--- src/rtl/cim_sum_reducer.sv ---
// Compute-in-memory column-sum reducer: folds per-pass 4x18-bit block sums into
// a 40-bit two's-complement dot product using a bit-serial shift-accumulate.
module cim_sum_reducer (
    input  logic        clk,
    input  logic        reset,
    input  logic        start,
    input  logic [2:0]  num_passes,
    input  logic        signed_in,
    input  logic        sum_valid,
    input  logic [71:0] sum,
    input  logic        result_ready,
    output logic [39:0] result,
    output logic        result_valid,
    output logic        busy,
    output logic        overrun
);
    typedef enum logic [1:0] {IDLE, ACCUM, DRAIN, DONE} state_t;

    state_t      state;
    logic [2:0]  p;
    logic [2:0]  p_last;
    logic        signed_q;
    logic [39:0] acc;

    // Stage-1 pipeline register: one consumed pass waiting to be accumulated
    logic        stg1_vld;
    logic [30:0] comb_q;
    logic [2:0]  p_q;
    logic        last_q;

    logic [30:0] comb_d;
    logic [39:0] addend;
    logic [39:0] acc_next;

    assign comb_d = 31'(sum[17:0])
                  + (31'(sum[35:18]) << 4)
                  + (31'(sum[53:36]) << 8)
                  + (31'(sum[71:54]) << 12);

    always_comb begin
        addend   = 40'(comb_q) << p_q;
        acc_next = acc;
        if (stg1_vld) begin
            // MSB pass of a two's-complement input carries negative weight
            if (last_q && signed_q)
                acc_next = acc - addend;
            else
                acc_next = acc + addend;
        end
    end

    always_ff @(posedge clk) begin
        if (reset) begin
            state        <= IDLE;
            p            <= '0;
            p_last       <= '0;
            signed_q     <= 1'b0;
            acc          <= '0;
            stg1_vld     <= 1'b0;
            comb_q       <= '0;
            p_q          <= '0;
            last_q       <= 1'b0;
            result       <= '0;
            result_valid <= 1'b0;
            busy         <= 1'b0;
            overrun      <= 1'b0;
        end else begin
            stg1_vld <= 1'b0;
            acc      <= acc_next;
            if (sum_valid && state != ACCUM)
                overrun <= 1'b1;

            case (state)
                IDLE: begin
                    if (start) begin
                        p_last   <= num_passes - 3'd1;
                        signed_q <= signed_in;
                        acc      <= '0;
                        p        <= '0;
                        busy     <= 1'b1;
                        state    <= ACCUM;
                    end
                end
                ACCUM: begin
                    if (sum_valid) begin
                        comb_q   <= comb_d;
                        p_q      <= p;
                        last_q   <= (p == p_last);
                        stg1_vld <= 1'b1;
                        p        <= p + 3'd1;
                        if (p == p_last)
                            state <= DRAIN;
                    end
                end
                DRAIN: begin
                    result       <= acc_next;
                    result_valid <= 1'b1;
                    state        <= DONE;
                end
                DONE: begin
                    if (result_ready) begin
                        result       <= '0;
                        result_valid <= 1'b0;
                        busy         <= 1'b0;
                        state        <= IDLE;
                    end
                end
                default: state <= IDLE;
            endcase
        end
    end
endmodule

--- config.mk ---
export PLATFORM = sky130hd
export DESIGN_NAME = cim_sum_reducer
export DESIGN_NICKNAME = d
export VERILOG_FILES = /design/src/rtl/cim_sum_reducer.sv
export SDC_FILE = /design/constraint.sdc
export NUM_CORES = 1
export LEC_CHECK = 0
export ABC_AREA = 1
export ABC_CLOCK_PERIOD_IN_PS = 4700
export CAP_MARGIN = 25
export CORE_UTILIZATION = 50
export CTS_BUF_LIST = sky130_fd_sc_hd__clkbuf_2 sky130_fd_sc_hd__clkbuf_4 sky130_fd_sc_hd__clkbuf_8
export DETAILED_ROUTE_END_ITERATION = 6
export PLACE_DENSITY = 0.68
export SYNTH_ARGS = -nofsm -noshare
export SYNTH_HDL_FRONTEND = slang
export SYNTH_SLANG_ARGS = --single-unit
--- constraint.sdc ---
create_clock -name clk -period 4.7 [get_ports clk]
set_input_delay 0.94 -clock clk [delete_from_list [all_inputs] [get_ports clk]]
set_output_delay 0.94 -clock clk [all_outputs]
set_load 0.005 [all_outputs]
==> impl_metrics.ini, run 1 <==
[worst_setup_path]
crit_start = p_q[1]
r2r-start = p_q[1]
crit_slowest_cell = dfxtp_1
crit_family = simple AND/OR/NAND/NOR gates
cp_data_required_time_ns = 5.10
worstSetupPathType = reg2reg
start_kind = flop
cp_max_fo = 18
slowest_delay_ns = 0.35
crit_arrival_ns = 4.77
crit_top_cell = nand2_1
critPathBufInv = 7
end_kind = flop

[grt]
grt_overflow = 0
grt_util_all_layers = 0.309
grt_max_degree = 57
grt_pass1_vias = 12100
antenna_found_initial = 0
grt_pass1_wl_um = 58700

[cts]
hold_buffers = 0
cts.htree.levels = 4
clk_latency_ns = 0.48
postCtsSetupRepairBufs = 0
clk_path_buf_depth = 2
clk_pin_slew_ns = 0.09
cts-root-buf = clkbuf_8
clock_sinks = 128
cts_buffers = 17
tritoncts = built

[floorplan]
start_util = 0.510
ioPinCount = 124
die-area_um2 = 23800
die_w_um = 154
fp-row-count = 55
coreArea_um2 = 22700
die_h_um = 154

[detailed_routing]
drt_iter0_markers = 781
ant_nets = 0
routedWlPerCell_um = 15.6
firstDrtPassIters = 7
drc_errors = 0
via_per_inst = 5.44
num_vias = 12600
drt_wl_total_um = 36200

[timing]
drv_slew = 0
tightestPinTransition_ns = 0.792
final_hold_viol_count = 0
relSlewSlack = 0.472
worst_slack_ns = 0.328
max_freq_ghz = 0.229
setup_violations = 0
min_period_ns = 4.37
period_share = 0.930
hold_ws_ns = 0.466
fin_skew_ns = 0.0270
rsz0062_at_grt = false
tns_ns = 0

[power]
leakagePower_nw = 6.59
p_per_area_nw_per_um2 = 546
p_total_mw = 7.83
vdd_drop_max_uv = 268

[yosys]
seq_area_frac_synth = 0.221
synth_area_per_cell_um2 = 6.36
syn_area_um2 = 11600
synth_top_flop_cell = dfxtp_1
synth_commonest_cells = 500 x nand2_1, 184 x nor2_1, 171 x nand3_1
synth.area.top_cells = dfxtp_1 22%, nand2_1 16%, ha_1 9.9%
ys_seq_elements = 128
syn_inst = 1821
synth-edff-count = 0
yosysTopAreaCell = dfxtp_1
synth_fp_nets = 2016
synth_most_common_cell = nand2_1
synthArstFlopShare = 0
ys_types = 47
ys_warn_count = 0
synth_top_area_share = 0.221

[final_layout]
drive_above_1_share = 0.122
areaGrowthSynthToFinish_pct = 23.9
fin_cells = 2317
nets = 2213
fillers = 2241

[place]
placement.io_buffers = 123
dp_cells = 2283
dp_hpwl_um = 29600
place_ws_ns = -0.0894
place_congestion = 1.03

[hold_path]
hp-start = result[17]
hold_class = reg2reg

[run]
max-cap-violations = 0

[run_status]
status = finished clean
-- registers in the layout (all words and copies together), names as in the netlist, named ones only --
signal,flops
result,40
acc,33
comb_q,31
p,3
p_last,3
p_q,3
state,2
busy,1
last_q,1
overrun,1
result_valid,1
signed_q,1
stg1_vld,1
-- where the power goes --
| group | internal, mW | switching, mW |
|---|---|---|
| logic | 2.07 | 3.40 |
| clock network | 0.451 | 0.550 |
| registers | 1.23 | 0.126 |
| total | 3.75 | 4.08 |
-- metal layers --
metal / share of wire / vias up / GRT usage
li1: - / 6460 / -
met1: 0.43 / 5755 / 0.364
met2: 0.50 / 340 / 0.574
met3: 0.039 / 57 / 0.0294
met4: 0.030 / 0 / 0.120
met5: 0 / - / 0
-- area by class of cell --
type | instances | area [um2] | share of cell area
clock inverters | 14 | 146 | 0.0102
multi-input cells | 1495 | 8340 | 0.581
flip-flops and latches | 128 | 2560 | 0.179
well taps | 285 | 357 | 0.0249
repair buffers | 239 | 2170 | 0.151
diodes | 1 | 2.50 | 0.000174
inverters | 137 | 522 | 0.0364
clock buffers | 18 | 248 | 0.0173
-- per-stage QoR --
stage | util | area, um2
after floorplan | - | 11600
after global placement | 0.606 | 13800
after detailed placement | 0.608 | 13800
after CTS | 0.625 | 14200
after global routing | 0.632 | 14300
final | 0.632 | 14300
-- worst register-to-register path, delay by kind of cell (launching register included) --
family	cells	cell delay [ns]
flops	1	0.35
fa+ha+maj	1	0.24
simple gates	17	1.83
compound gates	5	0.66
buf+inv	7	1.05
xor+xnor	1	0.17
-- cells in the final DEF (no fill, tap or decap), types with 18 or more instances in the layout --
| cell | count |
|---|---|
| nand3_1 | 166 |
| a21oi_1 | 148 |
| nand4_1 | 20 |
| clkdlybuf4s50_1 | 122 |
| xnor2_1 | 21 |
| nand2_1 | 495 |
| clkbuf_8 | 18 |
| nor3_1 | 20 |
| ha_1 | 92 |
| buf_4 | 111 |
| inv_1 | 130 |
| or2_2 | 37 |
| o21ai_0 | 124 |
| xor2_1 | 53 |
| fa_1 | 22 |
| nor2_1 | 180 |
| dfxtp_1 | 126 |
-- worst paths after layout --
path                                   end  slack, ns  cells past startpoint
worst max-delay path            result[33]       0.33                     31
worst min-delay path            result[17]       0.47                      2
worst max register to register  result[33]       0.33                     31
worst min register to register  result[17]       0.47                      2
-- what timing repair did --
item,in CTS,in global routing
cloned,0,1
pin swaps,0,5
endpoints found under the setup margin,1,19
resized for setup,1,33
-- logic make-up after synthesis --
logic type / count (synthesis) / synth area share
adder cells (fa/ha/maj): 114 / 0.137
flip-flops: 128 / 0.221
XOR/XNOR: 74 / 0.0560
AO/OA/AOI/OAI: 337 / 0.158
AND/OR/NAND/NOR: 970 / 0.357
buffers and inverters: 198 / 0.0696
(Power assumes the default switching activity.)
==> inputs of run 2 (changes only) <==
--- a/config.mk
+++ b/config.mk
@@ -10,8 +10,10 @@
 export CAP_MARGIN = 25
 export CORE_UTILIZATION = 50
 export CTS_BUF_LIST = sky130_fd_sc_hd__clkbuf_2 sky130_fd_sc_hd__clkbuf_4 sky130_fd_sc_hd__clkbuf_8
+export CTS_CLUSTER_SIZE = 28
 export DETAILED_ROUTE_END_ITERATION = 6
-export PLACE_DENSITY = 0.68
+export MAX_ROUTING_LAYER = met4
+export PLACE_DENSITY = 0.83
 export SYNTH_ARGS = -nofsm -noshare
 export SYNTH_HDL_FRONTEND = slang
 export SYNTH_SLANG_ARGS = --single-unit
==> run 2 against run 1 <==
- first-iteration DRC count is 5.0% lower
- sequential cell count did not move
- die area stayed put
- critical endpoint is now result[35]
- highest routed layer unchanged
==> impl_metrics.ini, run 2 (synthesis results as in run 1) <==
[run_status]
status = finished clean

[timing]
min_period_ns = 4.43
final_hold_viol_count = 0
relSlewSlack = 0.376
period_share = 0.943
setup_violations = 0
fin_skew_ns = 0.0234
tightestPinTransition_ns = 0.927
drv_slew = 0
hold_ws_ns = 0.463
worst_slack_ns = 0.266
max_freq_ghz = 0.226

[detailed_routing]
via_per_inst = 5.47
ant_nets = 0
routedWlPerCell_um = 15.9
drc_errors = 0
drt_wl_total_um = 37700
num_vias = 13000
firstDrtPassIters = 5
drt_iter0_markers = 742

[worst_setup_path]
crit_start = p_q[0]
worstSetupPathType = reg2reg
cp_max_fo = 26
start_kind = flop
reg2regPathDepth = 30
crit_arrival_ns = 4.82
end_kind = flop
crit_slowest_cell = dfxtp_2
r2r-end = result[35]
crit_top_cell = nand2_1
slowest_delay_ns = 0.36
r2r_slack_ns = 0.27
r2r-start = p_q[0]
cp_data_required_time_ns = 5.08

[power]
p_per_area_nw_per_um2 = 560
vdd_drop_max_uv = 251
leakagePower_nw = 6.87

[cts]
clock_sinks = 128
cts_buffers = 17
hold_buffers = 0
clk_path_buf_depth = 2
cts-root-buf = clkbuf_8
clk_latency_ns = 0.47
clk_pin_slew_ns = 0.09
tritoncts = built
cts.htree.levels = 4

[grt]
antenna_found_initial = 1
grt_util_all_layers = 0.332
grt_pass1_vias = 12400
grt_overflow = 0
grt_pass1_wl_um = 60900
grt_max_degree = 58

[final_layout]
multiInputGateArea_um2 = 8390
seqCellArea_um2 = 2560
top_regs = result (40), acc (33), comb_q (31)
num_antenna_cells = 0
largest_register_ffs = 40
final_common_cell = nand2_1
fillers = 2197
areaGrowthSynthToFinish_pct = 28.2
nets = 2269
top_register = result
final_util = 0.654
fin_cells = 2372
drive_above_1_share = 0.150
final_cell_mix = 498 x nand2_1, 177 x nor2_1, 167 x nand3_1, 166 x buf_4, 148 x a21oi_1

[place]
place_ws_ns = 0.112
place_congestion = 0.987
placement.io_buffers = 123
dp_cells = 2336
dp_hpwl_um = 31300

[hold_path]
hold_end = result[0]
hp-start = result[0]
hold_class = reg2reg
holdPathStages = 2

[floorplan]
ioPinCount = 124
coreArea_um2 = 22700
die_h_um = 154
start_util = 0.510
die-area_um2 = 23800
fp-row-count = 55
die_w_um = 154

[run]
max-cap-violations = 0
## run 2: changes by cell type in the layout (fill, tap and decap cells not counted), moves of 3 or more
cell / delta
buf_4: +55
o21ai_0: -7
o21ai_1: +5
nand2_1: +3
nand2_2: -3
nor2_1: -3
nor3_1: -3
nor3_2: +3
## run 2: worst max-delay path by stage
stage                            end  slack [ns]  cells after the start
after CTS                 result[35]        0.07                     28
after global routing      result[35]       -0.05                     29
after floorplan           result[38]        0.95                     27
final                     result[35]        0.27                     30
after global placement    result[37]        0.19                     27
after detailed placement  result[35]        0.11                     28
## run 2: report_power, final
part | switching, mW | internal, mW | total, mW | leakage (nW)
clock | 0.538 | 0.505 | 1.04 | 0.207
sequential | 0.124 | 1.23 | 1.35 | 1.04
combinational | 3.49 | 2.42 | 5.92 | 5.62
total | 4.16 | 4.16 | 8.32 | 6.87
## run 2: layout make-up
cell class | count | area share
multi-input combinational | 1495 | 0.565
timing repair buffer | 295 | 0.175
sequential | 128 | 0.173
inverter | 137 | 0.0348
tap | 285 | 0.0240
clock buffer | 18 | 0.0167
clock inverter | 14 | 0.0115
## run 2: repair_timing
| item | in CTS | in global routing |
|---|---|---|
| resized for setup | 0 | 49 |
| buffers inserted | 0 | 4 |
| setup endpoints to repair | 0 | 31 |
## run 2: worst max-delay path, delay by kind of cell (launching register included)
family                   cells  cell delay, ns
AO/OA/AOI/OAI                9            1.30
flip-flops                   1            0.36
AND/OR/NAND/NOR             11            1.37
adder cells (fa/ha/maj)      2            0.53
buffers and inverters        8            0.81
## run 2: layer usage
metal / vias up / global-route usage / share of wire
li1: 6561 / - / -
met1: 5976 / 0.385 / 0.43
met2: 363 / 0.596 / 0.50
met3: 63 / 0.0359 / 0.039
met4: 0 / 0.109 / 0.034
met5: - / - / 0
## run 2: stage by stage
stage	cell area (um2)	power [mW]	setup TNS, ns
finish	14800	8.32	0
CTS	14600	8.15	0
global route	14800	9.00	-0.0637
global placement	14200	7.01	0
floorplan	11600	4.90	0
detailed placement	14200	7.10	0
